### src/rtl/mux4_rr_arbiter_pkg.sv
// -----------------------------------------------------------------------------
// mux4_rr_arbiter_pkg
// Shared definitions for the 4:1 round-robin mux arbiter: requester count,
// select width, FSM state encoding and a select-to-one-hot helper.
// -----------------------------------------------------------------------------
package mux4_rr_arbiter_pkg;

    localparam int NUM_REQ = 4;
    localparam int SEL_W   = 2;

    typedef enum logic {
        ST_IDLE  = 1'b0,
        ST_GRANT = 1'b1
    } state_t;

    function automatic logic [NUM_REQ-1:0] sel_to_onehot(input logic [SEL_W-1:0] sel);
        return NUM_REQ'(1) << sel;
    endfunction

endpackage

### src/rtl/mux4_rr_arbiter_if.sv
// -----------------------------------------------------------------------------
// mux4_rr_arbiter_if
// Bundle of the request/data side and the grant/select/data-out side of the
// shared 4:1 mux arbiter.
//   req    [3:0]        request per source, req[k] pairs with ik
//   i0..i3 [DATA_W-1:0] mux data inputs
//   grant  [3:0]        one-hot owner, 0 when idle
//   s1,s0               mux select, index = 2*s1+s0
//   busy                a grant is held
//   o      [DATA_W-1:0] registered mux output
// master: the requesting side; slave: the arbiter.
// -----------------------------------------------------------------------------
interface mux4_rr_arbiter_if
    import mux4_rr_arbiter_pkg::*;
#(
    parameter int DATA_W = 1
);

    logic [NUM_REQ-1:0] req;
    logic [DATA_W-1:0]  i0;
    logic [DATA_W-1:0]  i1;
    logic [DATA_W-1:0]  i2;
    logic [DATA_W-1:0]  i3;
    logic [NUM_REQ-1:0] grant;
    logic               s0;
    logic               s1;
    logic               busy;
    logic [DATA_W-1:0]  o;

    modport master (
        output req, i0, i1, i2, i3,
        input  grant, s0, s1, busy, o
    );

    modport slave (
        input  req, i0, i1, i2, i3,
        output grant, s0, s1, busy, o
    );

endinterface

### src/rtl/mux4_rr_arbiter_rr_pick4.sv
// -----------------------------------------------------------------------------
// rr_pick4
// Combinational rotate-priority picker. Scans i_start, i_start+1, ... (mod 4)
// and returns the first set request.
//   i_req   [3:0]  candidate requests
//   i_start [1:0]  index with highest priority
//   o_any          at least one request set
//   o_idx   [1:0]  winning index (0 when o_any=0)
// -----------------------------------------------------------------------------
module rr_pick4
    import mux4_rr_arbiter_pkg::*;
(
    input  logic [NUM_REQ-1:0] i_req,
    input  logic [SEL_W-1:0]   i_start,
    output logic               o_any,
    output logic [SEL_W-1:0]   o_idx
);

    logic [SEL_W-1:0] w_cand;

    // Walk from lowest to highest priority so the last hit is the winner.
    always_comb begin
        o_any  = 1'b0;
        o_idx  = '0;
        w_cand = '0;
        for (int k = NUM_REQ - 1; k >= 0; k--) begin
            w_cand = i_start + SEL_W'(k);
            if (i_req[w_cand]) begin
                o_any = 1'b1;
                o_idx = w_cand;
            end
        end
    end

endmodule

### src/rtl/mux4_rr_arbiter.sv
// -----------------------------------------------------------------------------
// mux4_rr_arbiter
// Round-robin arbiter/sequencer for a shared 4:1 data mux. Owns the mux
// selects, issues a one-hot grant and registers the selected data onto o.
// A single owner keeps the path for at most MAX_HOLD consecutive cycles while
// others wait; with no competition it keeps it indefinitely.
//   clk    rising-edge clock
//   rst_n  asynchronous active-low reset
//   bus    slave side of mux4_rr_arbiter_if (req, i0..i3 in; grant, s1, s0,
//          busy, o out). The interface DATA_W must equal this DATA_W.
//
// state    | meaning
// ---------+-----------------------------------------------------------------
// ST_IDLE  | no owner; grant=0, busy=0, o=0, selects hold last value
// ST_GRANT | owner r_sel holds the mux; r_hold counts cycles held beyond first
// -----------------------------------------------------------------------------
module mux4_rr_arbiter
    import mux4_rr_arbiter_pkg::*;
#(
    parameter int DATA_W   = 1,
    parameter int MAX_HOLD = 8
)
(
    input  logic                 clk,
    input  logic                 rst_n,
    mux4_rr_arbiter_if.slave     bus
);

    localparam int              HOLD_W   = $clog2(MAX_HOLD);
    localparam logic [HOLD_W-1:0] HOLD_MAX = HOLD_W'(MAX_HOLD - 1);

    state_t               r_state;
    logic [NUM_REQ-1:0]   r_grant;
    logic [SEL_W-1:0]     r_sel;
    logic                 r_busy;
    logic [HOLD_W-1:0]    r_hold;
    logic [SEL_W-1:0]     r_last;
    logic [DATA_W-1:0]    r_o;

    state_t               w_state_next;
    logic [NUM_REQ-1:0]   w_grant_next;
    logic [SEL_W-1:0]     w_sel_next;
    logic                 w_busy_next;
    logic [HOLD_W-1:0]    w_hold_next;
    logic [SEL_W-1:0]     w_last_next;
    logic [DATA_W-1:0]    w_o_next;

    logic [NUM_REQ-1:0]   w_pick_req;
    logic [SEL_W-1:0]     w_pick_start;
    logic                 w_pick_any;
    logic [SEL_W-1:0]     w_pick_idx;
    logic                 w_owner_keep;
    logic                 w_expire;

    // r_grant is zero in IDLE, so masking the owner out is harmless there and
    // lets one picker serve both the IDLE search and the handover search.
    assign w_pick_req   = bus.req & ~r_grant;
    assign w_pick_start = (r_state == ST_IDLE) ? (r_last + SEL_W'(1)) : (r_sel + SEL_W'(1));
    assign w_owner_keep = |(bus.req & r_grant);
    assign w_expire     = (r_hold == HOLD_MAX) && w_pick_any;

    rr_pick4 u_pick (
        .i_req   (w_pick_req),
        .i_start (w_pick_start),
        .o_any   (w_pick_any),
        .o_idx   (w_pick_idx)
    );

    always_comb begin
        w_state_next = r_state;
        w_grant_next = r_grant;
        w_sel_next   = r_sel;
        w_busy_next  = r_busy;
        w_hold_next  = r_hold;
        w_last_next  = r_last;
        unique case (r_state)
            ST_IDLE: begin
                if (w_pick_any) begin
                    w_state_next = ST_GRANT;
                    w_grant_next = sel_to_onehot(w_pick_idx);
                    w_sel_next   = w_pick_idx;
                    w_busy_next  = 1'b1;
                    w_hold_next  = '0;
                end
            end
            ST_GRANT: begin
                if (!w_owner_keep || w_expire) begin
                    w_last_next = r_sel;
                    if (w_pick_any) begin
                        // Direct handover, no idle cycle in between.
                        w_grant_next = sel_to_onehot(w_pick_idx);
                        w_sel_next   = w_pick_idx;
                        w_hold_next  = '0;
                    end else begin
                        w_state_next = ST_IDLE;
                        w_grant_next = '0;
                        w_busy_next  = 1'b0;
                        w_hold_next  = '0;
                    end
                end else if (r_hold != HOLD_MAX) begin
                    w_hold_next = r_hold + HOLD_W'(1);
                end
            end
            default: begin
                w_state_next = ST_IDLE;
                w_grant_next = '0;
                w_busy_next  = 1'b0;
                w_hold_next  = '0;
            end
        endcase
    end

    // Output data follows the next select so o lines up with grant.
    always_comb begin
        w_o_next = '0;
        if (w_busy_next) begin
            unique case (w_sel_next)
                2'd0:    w_o_next = bus.i0;
                2'd1:    w_o_next = bus.i1;
                2'd2:    w_o_next = bus.i2;
                default: w_o_next = bus.i3;
            endcase
        end
    end

    always_ff @(posedge clk or negedge rst_n) begin
        if (!rst_n) begin
            r_state <= ST_IDLE;
            r_grant <= '0;
            r_sel   <= '0;
            r_busy  <= 1'b0;
            r_hold  <= '0;
            r_last  <= SEL_W'(NUM_REQ - 1);
            r_o     <= '0;
        end else begin
            r_state <= w_state_next;
            r_grant <= w_grant_next;
            r_sel   <= w_sel_next;
            r_busy  <= w_busy_next;
            r_hold  <= w_hold_next;
            r_last  <= w_last_next;
            r_o     <= w_o_next;
        end
    end

    assign bus.grant = r_grant;
    assign bus.s0    = r_sel[0];
    assign bus.s1    = r_sel[1];
    assign bus.busy  = r_busy;
    assign bus.o     = r_o;

endmodule

### src/flat_wrapper.sv
// flat-port wrapper written by rule: the top's interface ports become plain ports
module mux4_rr_arbiter_flat import mux4_rr_arbiter_pkg::*;
#(
    parameter int DATA_W   = 1,
    parameter int MAX_HOLD = 8
)
  (clk, rst_n, bus_req, bus_i0, bus_i1, bus_i2, bus_i3, bus_grant, bus_s0, bus_s1, bus_busy, bus_o);
  mux4_rr_arbiter_if #(.DATA_W(DATA_W)) bus_i ();
  input  logic clk;
  input  logic rst_n;
  input wire logic [$bits(bus_i.req)-1:0] bus_req;
  input wire logic [$bits(bus_i.i0)-1:0] bus_i0;
  input wire logic [$bits(bus_i.i1)-1:0] bus_i1;
  input wire logic [$bits(bus_i.i2)-1:0] bus_i2;
  input wire logic [$bits(bus_i.i3)-1:0] bus_i3;
  output wire logic [$bits(bus_i.grant)-1:0] bus_grant;
  output wire logic [$bits(bus_i.s0)-1:0] bus_s0;
  output wire logic [$bits(bus_i.s1)-1:0] bus_s1;
  output wire logic [$bits(bus_i.busy)-1:0] bus_busy;
  output wire logic [$bits(bus_i.o)-1:0] bus_o;
  assign bus_i.req = bus_req;
  assign bus_i.i0 = bus_i0;
  assign bus_i.i1 = bus_i1;
  assign bus_i.i2 = bus_i2;
  assign bus_i.i3 = bus_i3;
  assign bus_grant = bus_i.grant;
  assign bus_s0 = bus_i.s0;
  assign bus_s1 = bus_i.s1;
  assign bus_busy = bus_i.busy;
  assign bus_o = bus_i.o;
  mux4_rr_arbiter #(.DATA_W(DATA_W), .MAX_HOLD(MAX_HOLD)) u_core (.clk(clk), .rst_n(rst_n), .bus(bus_i));
endmodule
### config.mk
export PLATFORM = sky130hd
export DESIGN_NAME = mux4_rr_arbiter_flat
export DESIGN_NICKNAME = d
export VERILOG_FILES = /design/src/rtl/mux4_rr_arbiter_pkg.sv /design/src/rtl/mux4_rr_arbiter_if.sv /design/src/rtl/mux4_rr_arbiter_rr_pick4.sv /design/src/rtl/mux4_rr_arbiter.sv /design/src/flat_wrapper.sv
export SDC_FILE = /design/constraint.sdc
export NUM_CORES = 1
export LEC_CHECK = 0
export BUFFER_PORTS_ARGS = -buffer_cell sky130_fd_sc_hd__buf_2
export CORE_MARGIN = 2
export CORE_UTILIZATION = 50
export DETAILED_ROUTE_END_ITERATION = 10
export GPL_TIMING_DRIVEN = 1
export PLACE_DENSITY = 0.83
export SLEW_MARGIN = 40
export SYNTH_ARGS = -nofsm -noshare
export SYNTH_HDL_FRONTEND = slang
export SYNTH_HIERARCHICAL = 1
export SYNTH_SLANG_ARGS = --single-unit
### constraint.sdc
create_clock -name clk -period 6.2 [get_ports clk]
set_input_delay 0.93 -clock clk [delete_from_list [all_inputs] [get_ports clk]]
set_output_delay 0.93 -clock clk [all_outputs]
set_load 0.01 [all_outputs]
==> results.md, run 1 <==
- Status: finished clean
- Fmax: 325 MHz
- Pwr per Cell Area: 507 nW/µm²
- Async SR Flop Fraction: 100%
- Via density: 5.94
- PortBufs: 17
- Top cell family by delay on the critical path: simple AND/OR/NAND/NOR gates
- Nets@finish: 131
- CTS-repair resized insts: 0
- Initial DRC count: 19
- DP HPWL: 1640 µm
- Post-Synthesis Cells: 101
- First-pass GRT wire length: 3490 µm
- Routability Congestion: 0.765
- # rows: 15
- RSZ-0062 raised after global routing: no
- Pleak: 0.000550 µW
- Fin crit period: 3.07 ns
- Die Span Y: 48.1 µm
- Core box area: 1780 µm²
- Synth area leader: dfrtp_1
- Share of the synthesized area in the top cell type: 30.8%
- Slew HR: 52.8%
- DRT Pass-1 Iters: 5
- Largest stage delay, worst path: 0.56 ns
- Cell area after synthesis: 973 µm²
- Main synth FF type: dfrtp_1
- Area contributors post-synth: dfrtp_1, mux2i_1, dfstp_2
- Worst-skew pair later-pin latency: 0.30 ns
- Worst path slowest cell: nor2_1
- VDD IR-drop max: 0.281 mV
- Die Area: 2320 µm²
- Syn avg cell area: 9.64 µm²
- Commonest non-fill, non-tap cells in the layout: buf_2, dfrtp_1, nand2_1, mux2i_1
- Fillers: 146
- Clock Skew: 0.00893 ns
- Min-delay worst type: reg -> reg
- Fin Setup TNS: 0 ns
- Final Hold Fails: 0
- Critical path peak fanout: 10
- Ports: 18
- Leading cell type in the layout, fill and taps excluded: buf_2
- Worst slew pin tran: 0.705 ns
- Worst EP arrival: 3.24 ns
- Initial antenna violation count: 0
- Syn_nets: 113
- Num Clock Sinks: 14
- Vias in the first global route: 785
- Layout cells sized above 1: 27.1%
- Final Setup Violations: 0
- N_diodes: 0
- Number of flops mapped to enable cells by yosys: 0
- Footprint of the multi-input gates: 582 µm²
- Setup Buffers After CTS: 0
- Yosys cell types: 43
- Yosys warns: 6
- Pin count of the biggest net entering global routing: 15
- Clock H-tree levels: 1
- Hold_buf cts: 0
- Area delta synth->final: 13.6%
- Crit end category: flip-flop
- Total grt overflow: 0
- Reg clk slew, reported paths: 0.09 ns
- Wire length per cell: 15.1 µm
- Critical path, cell by cell: mux2i_1, xor2_1, nor3b_1, a211oi_1, nor2_1, mux2i_1, o22ai_1, a2111oi_2, a211oi_1
- Crit Path Class: reg -> reg
- TritonCTS clock tree: done
- DRC: 0
- Die Width: 48.1 µm
- Final WL: 2160 µm
- Yosys reg bits: 14
- Sequential cell area fraction in the yosys report: 36.2%
- Startpoint Class: flip-flop
- Inserted Clock Buffers: 3
- Total track usage: 23.1%
- Critical Path RT: 6.37 ns
- Via Count: 849
- CP bufs+invs: 0
- Slew Limit Fails: 0
- Antenna viol nets, final: 0
- Max-cap violations: 0
- CTS Buffer Depth: 2
- Core Util, Final: 62.0%
- Starting density of the core: 54.6%
- Reg area: 353 µm²
- Fin crit share: 49.6%
- Root buffer cell: clkbuf_4
## final cells by class
type,instances,area share [%]
Clock buffer,4,3.28
Inverter,5,1.70
Multi-Input combinational cell,78,52.6
Sequential cell,14,31.9
Tap cell,25,2.83
Timing Repair Buffer,17,7.69
## through the flow
step	hold WS, ns	power [µW]	instances	setup slack [ns]	instance area (µm²)
final	0.487	561	143	3.13	1110
after global routing	0.508	605	143	2.89	1110
after CTS	0.490	561	143	3.15	1110
after detailed placement	0.476	491	139	3.20	1070
after global placement	0.468	477	139	3.31	1070
after floorplan	0.460	416	101	3.68	973
## per-layer routing
layer  up-vias  part of all wire [%]  GRT usage (%)
met5         -                     0              0
met4         0                   2.6           15.7
met3         7                   5.1           5.56
met2        25                    51           37.1
met1       410                    41           27.3
li1        407                     -              -
## cells by family after synthesis
group,count (synthesis),synth area share [%]
multiplexers,9,9.38
adder cells (fa/ha/maj),2,2.57
AO/OA/AOI/OAI,30,26.2
flip-flops,14,36.2
AND/OR/NAND/NOR,36,20.7
XOR/XNOR,1,0.900
buffers and inverters,9,3.98
## cells in the mapped netlist (3+ instances only)
cell / number
dfrtp_1: 12
nand2_1: 11
mux2i_1: 8
inv_1: 5
nor2b_1: 5
nand2b_1: 4
nor2_1: 4
o31ai_1: 4
o21ai_0: 3
o21ai_1: 3
## worst min-delay path, delay by kind of cell, from the launching register on
kind            cells  cell delay [ns]
compound gates      1             0.06
simple gates        1             0.04
flops               1             0.38
## where the power goes
group / internal (µW) / total [µW] / switching [µW] / leakage (µW)
combinational: 139 / 322 / 183 / 0.000357
sequential: 132 / 170 / 38.1 / 0.000173
clock: 35.9 / 68.4 / 32.6 / 0.0000210
total: 307 / 561 / 254 / 0.000550
## registers in the layout, indices dropped and copies added, names as in the netlist
name	cells
u_core/bus.o	1
u_core/r_sel	2
u_core/r_last	2
u_core/bus.busy	1
u_core/r_state	1
u_core/r_hold	3
u_core/bus.grant	4
## worst paths after layout
| kind | from | to | slack (ns) | cells past startpoint |
|---|---|---|---|---|
| hold reg to reg | u_core/r_last[0] | u_core/r_last[0] | 0.49 | 2 |
| hold / removal | u_core/r_last[0] | u_core/r_last[0] | 0.49 | 2 |
| min in group asynchronous | rst_n | u_core/bus.o | 0.51 | 1 |
| max in group asynchronous | rst_n | u_core/r_last[0] | 5.40 | 1 |
| setup reg to reg | u_core/r_state | u_core/bus.o | 3.13 | 9 |
| setup / recovery | u_core/r_state | u_core/bus.o | 3.13 | 9 |
(Power assumes the default switching activity.)
==> run 2, diff against run 1 <==
--- a/config.mk
+++ b/config.mk
@@ -5,12 +5,13 @@
 export SDC_FILE = /design/constraint.sdc
 export NUM_CORES = 1
 export LEC_CHECK = 0
+export ABC_AREA = 1
 export BUFFER_PORTS_ARGS = -buffer_cell sky130_fd_sc_hd__buf_2
 export CORE_MARGIN = 2
 export CORE_UTILIZATION = 50
 export DETAILED_ROUTE_END_ITERATION = 10
 export GPL_TIMING_DRIVEN = 1
-export PLACE_DENSITY = 0.83
+export PLACE_DENSITY = 0.82
 export SLEW_MARGIN = 40
 export SYNTH_ARGS = -nofsm -noshare
 export SYNTH_HDL_FRONTEND = slang
==> constraint.sdc (replaced) <==
create_clock -name clk -period 3.2 [get_ports clk]
set_input_delay 0.48 -clock clk [delete_from_list [all_inputs] [get_ports clk]]
set_output_delay 0.48 -clock clk [all_outputs]
set_load 0.01 [all_outputs]
==> results.md, run 2 <==
- Status: finished clean
- Yosys reg bits: 14
- Yosys warns: 6
- N_diodes: 0
- Fin crit share: 86.7%
- Total grt overflow: 0
- Via Count: 1004
- Crit end category: flip-flop
- Final WL: 2090 µm
- Syn avg cell area: 6.86 µm²
- Leading cell type in the layout, fill and taps excluded: nand2_1
- Die Span Y: 49.4 µm
- Min-delay worst type: in -> async
- Pin count of the biggest net entering global routing: 15
- Reg clk slew, reported paths: 0.08 ns
- Top-count cell post-synth: nand2_1
- Fin Setup TNS: 0 ns
- Die Area: 2440 µm²
- DP HPWL: 1670 µm
- Vias in the first global route: 929
- Slew Limit Fails: 0
- CTS Buffer Depth: 2
- Worst slew pin tran: 0.523 ns
- Area delta synth->final: 11.5%
- Fin crit period: 2.78 ns
- Worst-skew pair later-pin latency: 0.27 ns
- Initial DRC count: 22
- Share of the synthesized area in the top cell type: 29.2%
- Slew HR: 64.9%
- Initial antenna violation count: 0
- Num Clock Sinks: 14
- Critical Path RT: 3.38 ns
- Layout cells sized above 1: 22.5%
- Sequential cell area fraction in the yosys report: 34.3%
- Clock Skew: 0.00249 ns
- Final Setup Violations: 0
- Number of flops mapped to enable cells by yosys: 0
- Antenna viol nets, final: 0
- DRT Pass-1 Iters: 4
- Root buffer cell: clkbuf_4
- TritonCTS clock tree: done
- Crit Path Class: reg -> reg
- Setup Buffers After CTS: 0
- Routability Congestion: 0.917
- Fillers: 205
- Post-Synthesis Cells: 150
- Die Width: 49.4 µm
- Wire length per cell: 10.7 µm
- Area contributors post-synth: dfrtp_1, nand2_1, inv_1
- Ports: 18
- Clock H-tree levels: 1
- Synth area leader: dfrtp_1
- Startpoint Class: flip-flop
- Nets@finish: 182
- Core Util, Final: 58.5%
- RSZ-0062 raised after global routing: no
- DRC: 0
- # rows: 16
- Synth cell count leaders: nand2_1, inv_1, o21ai_0
- Flop2flop setup slack: 0.42 ns
- Worst EP arrival: 2.95 ns
- Cell area after synthesis: 1030 µm²
- Yosys cell types: 25
- Fmax: 360 MHz
- Post-Place Cells: 192
- Main synth FF type: dfrtp_1
- Via density: 5.12
- Hold_buf cts: 0
- Core box area: 1960 µm²
- CTS-repair resized insts: 0
- Placed standard-cell area: 1120 µm²
- PortBufs: 17
- Max-cap violations: 0
- Syn_nets: 162
- Starting density of the core: 52.5%
- Max reg flops: 4
- Commonest non-fill, non-tap cells in the layout: nand2_1, inv_1, buf_2, o21ai_0, nor2_1
- Async SR Flop Fraction: 100%
- Fin cells: 196
- Inserted Clock Buffers: 3
- Critical path peak fanout: 12
- Final Hold Fails: 0
- First-pass GRT wire length: 3630 µm
- Total track usage: 18.9%
- Cell area after layout: 1150 µm²
run 2: cell families after synthesis:
group	count (synthesis)	synth area share, %
buf+inv	27	12.2
flops	14	34.3
fa+ha+maj	2	2.43
compound gates	23	13.2
simple gates	83	37.1
xor+xnor	1	0.851
run 2: layout make-up:
type	instances	area, µm²	share of cell area (%)
multi-input combinational	109	552	48.0
sequential	14	353	30.7
timing repair buffer	18	92.6	8.06
inverter	24	91.3	7.95
tap	27	33.8	2.94
clock buffer	4	26.3	2.29
run 2: worst paths after layout:
path                                  start          endpoint  depth (start not counted)
min reg2reg                u_core/r_hold[2]  u_core/r_hold[2]                          2
max in group asynchronous             rst_n  u_core/r_last[0]                          1
min in group clk           u_core/r_hold[2]  u_core/r_hold[2]                          2
min                                   rst_n   u_core/r_sel[1]                          1
max reg2reg                  u_core/r_state      u_core/bus.o                         17
max                          u_core/r_state      u_core/bus.o                         17
run 2: critical path: stages, from the launching register on:
cell and delay (ns):
dfrtp_1 0.64, o21ai_0 0.23, xnor2_1 0.49, inv_2 0.11, nand2_1 0.10, nand2_1 0.07, nand2_1 0.09, nand3_1 0.07
a21boi_1 0.24, nand2_1 0.08, o21ai_1 0.12, inv_1 0.07, nand2_2 0.08, nand2_2 0.06, nand2_1 0.05, nand2_1 0.05
nor2_1 0.08, nor2_1 0.05
run 2: stage by stage:
step | hold WS, ns | setup WS (ns)
6_report | 0.0784 | 0.425
5_1_grt | 0.0865 | 0.0751
4_1_cts | 0.0800 | 0.414
3_5_place_dp | 0.390 | 0.431
3_3_place_gp | 0.384 | 0.574
2_1_floorplan | 0.184 | 0.823
run 2: layer usage:
layer / global-route usage, % / part of all wire (%) / vias up
li1: - / - / 509
met1: 22.5 / 44 / 472
met2: 33.1 / 53 / 17
met3: 1.23 / 1.8 / 6
met4: 11.6 / 1.6 / 0
met5: 0 / 0 / -
Power of run 2 is not shown: default switching activity piles up to over one toggle a cycle in this logic, so the estimate is an artifact.
==> run 3, diff against run 2 <==
==> constraint.sdc (replaced) <==
create_clock -name clk -period 3.2 [get_ports clk]
set_input_delay 0 -clock clk [delete_from_list [all_inputs] [get_ports clk]]
set_output_delay 0 -clock clk [all_outputs]
set_load 0.01 [all_outputs]
==> results.md, run 3 (same netlist as run 2, synthesis figures left out) <==
- Crit end category: flip-flop
- Vias in the first global route: 936
- Placed standard-cell area: 1120 µm²
- Root buffer cell: clkbuf_4
- Clock H-tree levels: 1
- RSZ-0062 raised after global routing: no
- Die Area: 2440 µm²
- WHS: 0.0476 ns
- Ports: 18
- Total grt overflow: 0
- Fin Setup TNS: 0 ns
- Total track usage: 19.0%
- Via density: 5.15
- Final Setup Violations: 0
- Fin crit share: 87.5%
- First-pass GRT wire length: 3660 µm
- Wire length per cell: 10.6 µm
- Antenna viol nets, final: 0
- Commonest non-fill, non-tap cells in the layout: nand2_1, inv_1, buf_2, o21ai_0, nor2_1
- Num Clock Sinks: 14
- Status: finished clean
- Final WL: 2100 µm
- Cell area after layout: 1160 µm²
- Slew HR: 64.9%
- # rows: 16
- Pin count of the biggest net entering global routing: 15
- Startpoint Class: flip-flop
- DRT Pass-1 Iters: 4
- Worst EP arrival: 2.97 ns
- Layout cells sized above 1: 22.4%
- Area delta synth->final: 12.5%
- Initial antenna violation count: 0
- Clock Skew: 0.00248 ns
- TritonCTS clock tree: done
- Die Width: 49.4 µm
- Initial DRC count: 24
- Leading cell type in the layout, fill and taps excluded: nand2_1
- Nets@finish: 183
- Reg clk slew, reported paths: 0.08 ns
- Crit Path Class: reg -> reg
- Starting density of the core: 52.5%
- N_diodes: 0
- Via Count: 1014
- Core Util, Final: 59.1%
- Fin crit period: 2.80 ns
- Worst slew pin tran: 0.522 ns
- Critical Path RT: 3.38 ns
- Fmax: 357 MHz
- Min-delay worst type: in -> reg
- Max reg flops: 4
- Critical path peak fanout: 12
- DP HPWL: 1670 µm
- Slew Limit Fails: 0
- Routability Congestion: 0.917
- CTS Buffer Depth: 2
- Final Hold Fails: 0
- Die Span Y: 49.4 µm
- Inserted Clock Buffers: 3
- Core box area: 1960 µm²
- Worst-skew pair later-pin latency: 0.27 ns
- DRC: 0
- PortBufs: 17
- Max-cap violations: 0
- Setup Buffers After CTS: 0
==> run 3: cell types whose count changed in the layout (fill, tap and decap cells not counted) <==
cell | before | now
dlygate4sd3_1 | 0 | 1
==> run 3: final timing paths <==
path	endpoint	slack (ns)	cells past startpoint	from
max	u_core/bus.o	0.40	17	u_core/r_state
min	u_core/bus.o	0.05	5	bus_i0
max reg2reg	u_core/bus.o	0.40	17	u_core/r_state
min reg2reg	u_core/r_last[0]	0.50	2	u_core/r_last[0]
max in group asynchronous	u_core/r_last[0]	2.78	2	rst_n
min in group asynchronous	u_core/r_sel[1]	0.13	2	rst_n
==> run 3: what timing repair did <==
| action | 4_1_cts | 5_1_grt |
|---|---|---|
| gates resized for setup | 0 | 0 |
| hold endpoints to repair | 14 | 0 |
| hold buffers | 1 | 0 |
==> run 3: critical path: stages (launching register included) <==
cell	delay, ns
dfrtp_1	0.64
o21ai_0	0.23
xnor2_1	0.49
inv_2	0.11
nand2_1	0.10
nand2_1	0.07
nand2_1	0.09
nand3_1	0.07
a21boi_1	0.26
nand2_1	0.09
o21ai_1	0.11
inv_1	0.07
nand2_2	0.08
nand2_2	0.06
nand2_1	0.05
nand2_1	0.05
nor2_1	0.08
nor2_1	0.05
==> run 3: through the flow <==
step | setup WS [ns] | instances
3_5_place_dp | 0.431 | 192
4_1_cts | 0.414 | 197
5_1_grt | 0.0751 | 197
3_3_place_gp | 0.574 | 192
2_1_floorplan | 0.823 | 150
6_report | 0.401 | 197
==> run 3: layout make-up <==
cell class / count / area [µm²]
clock buffer: 4 / 26.3
sequential: 14 / 353
fill: 202 / 803
tap: 27 / 33.8
inverter: 24 / 91.3
timing repair buffer: 19 / 103
multi-input combinational: 109 / 552
==> run 3: metal layers <==
layer  part of all wire (%)  GRT usage [%]  routed length, µm  vias up
li1                       -              -                  -      512
met5                      0              0                  0        -
met2                     52           32.9               1100       23
met4                    2.2           12.0                 47        0
met1                     43           22.7                900      471
met3                    2.3           1.53                 49        8
Power of run 3 is left out for the same reason.
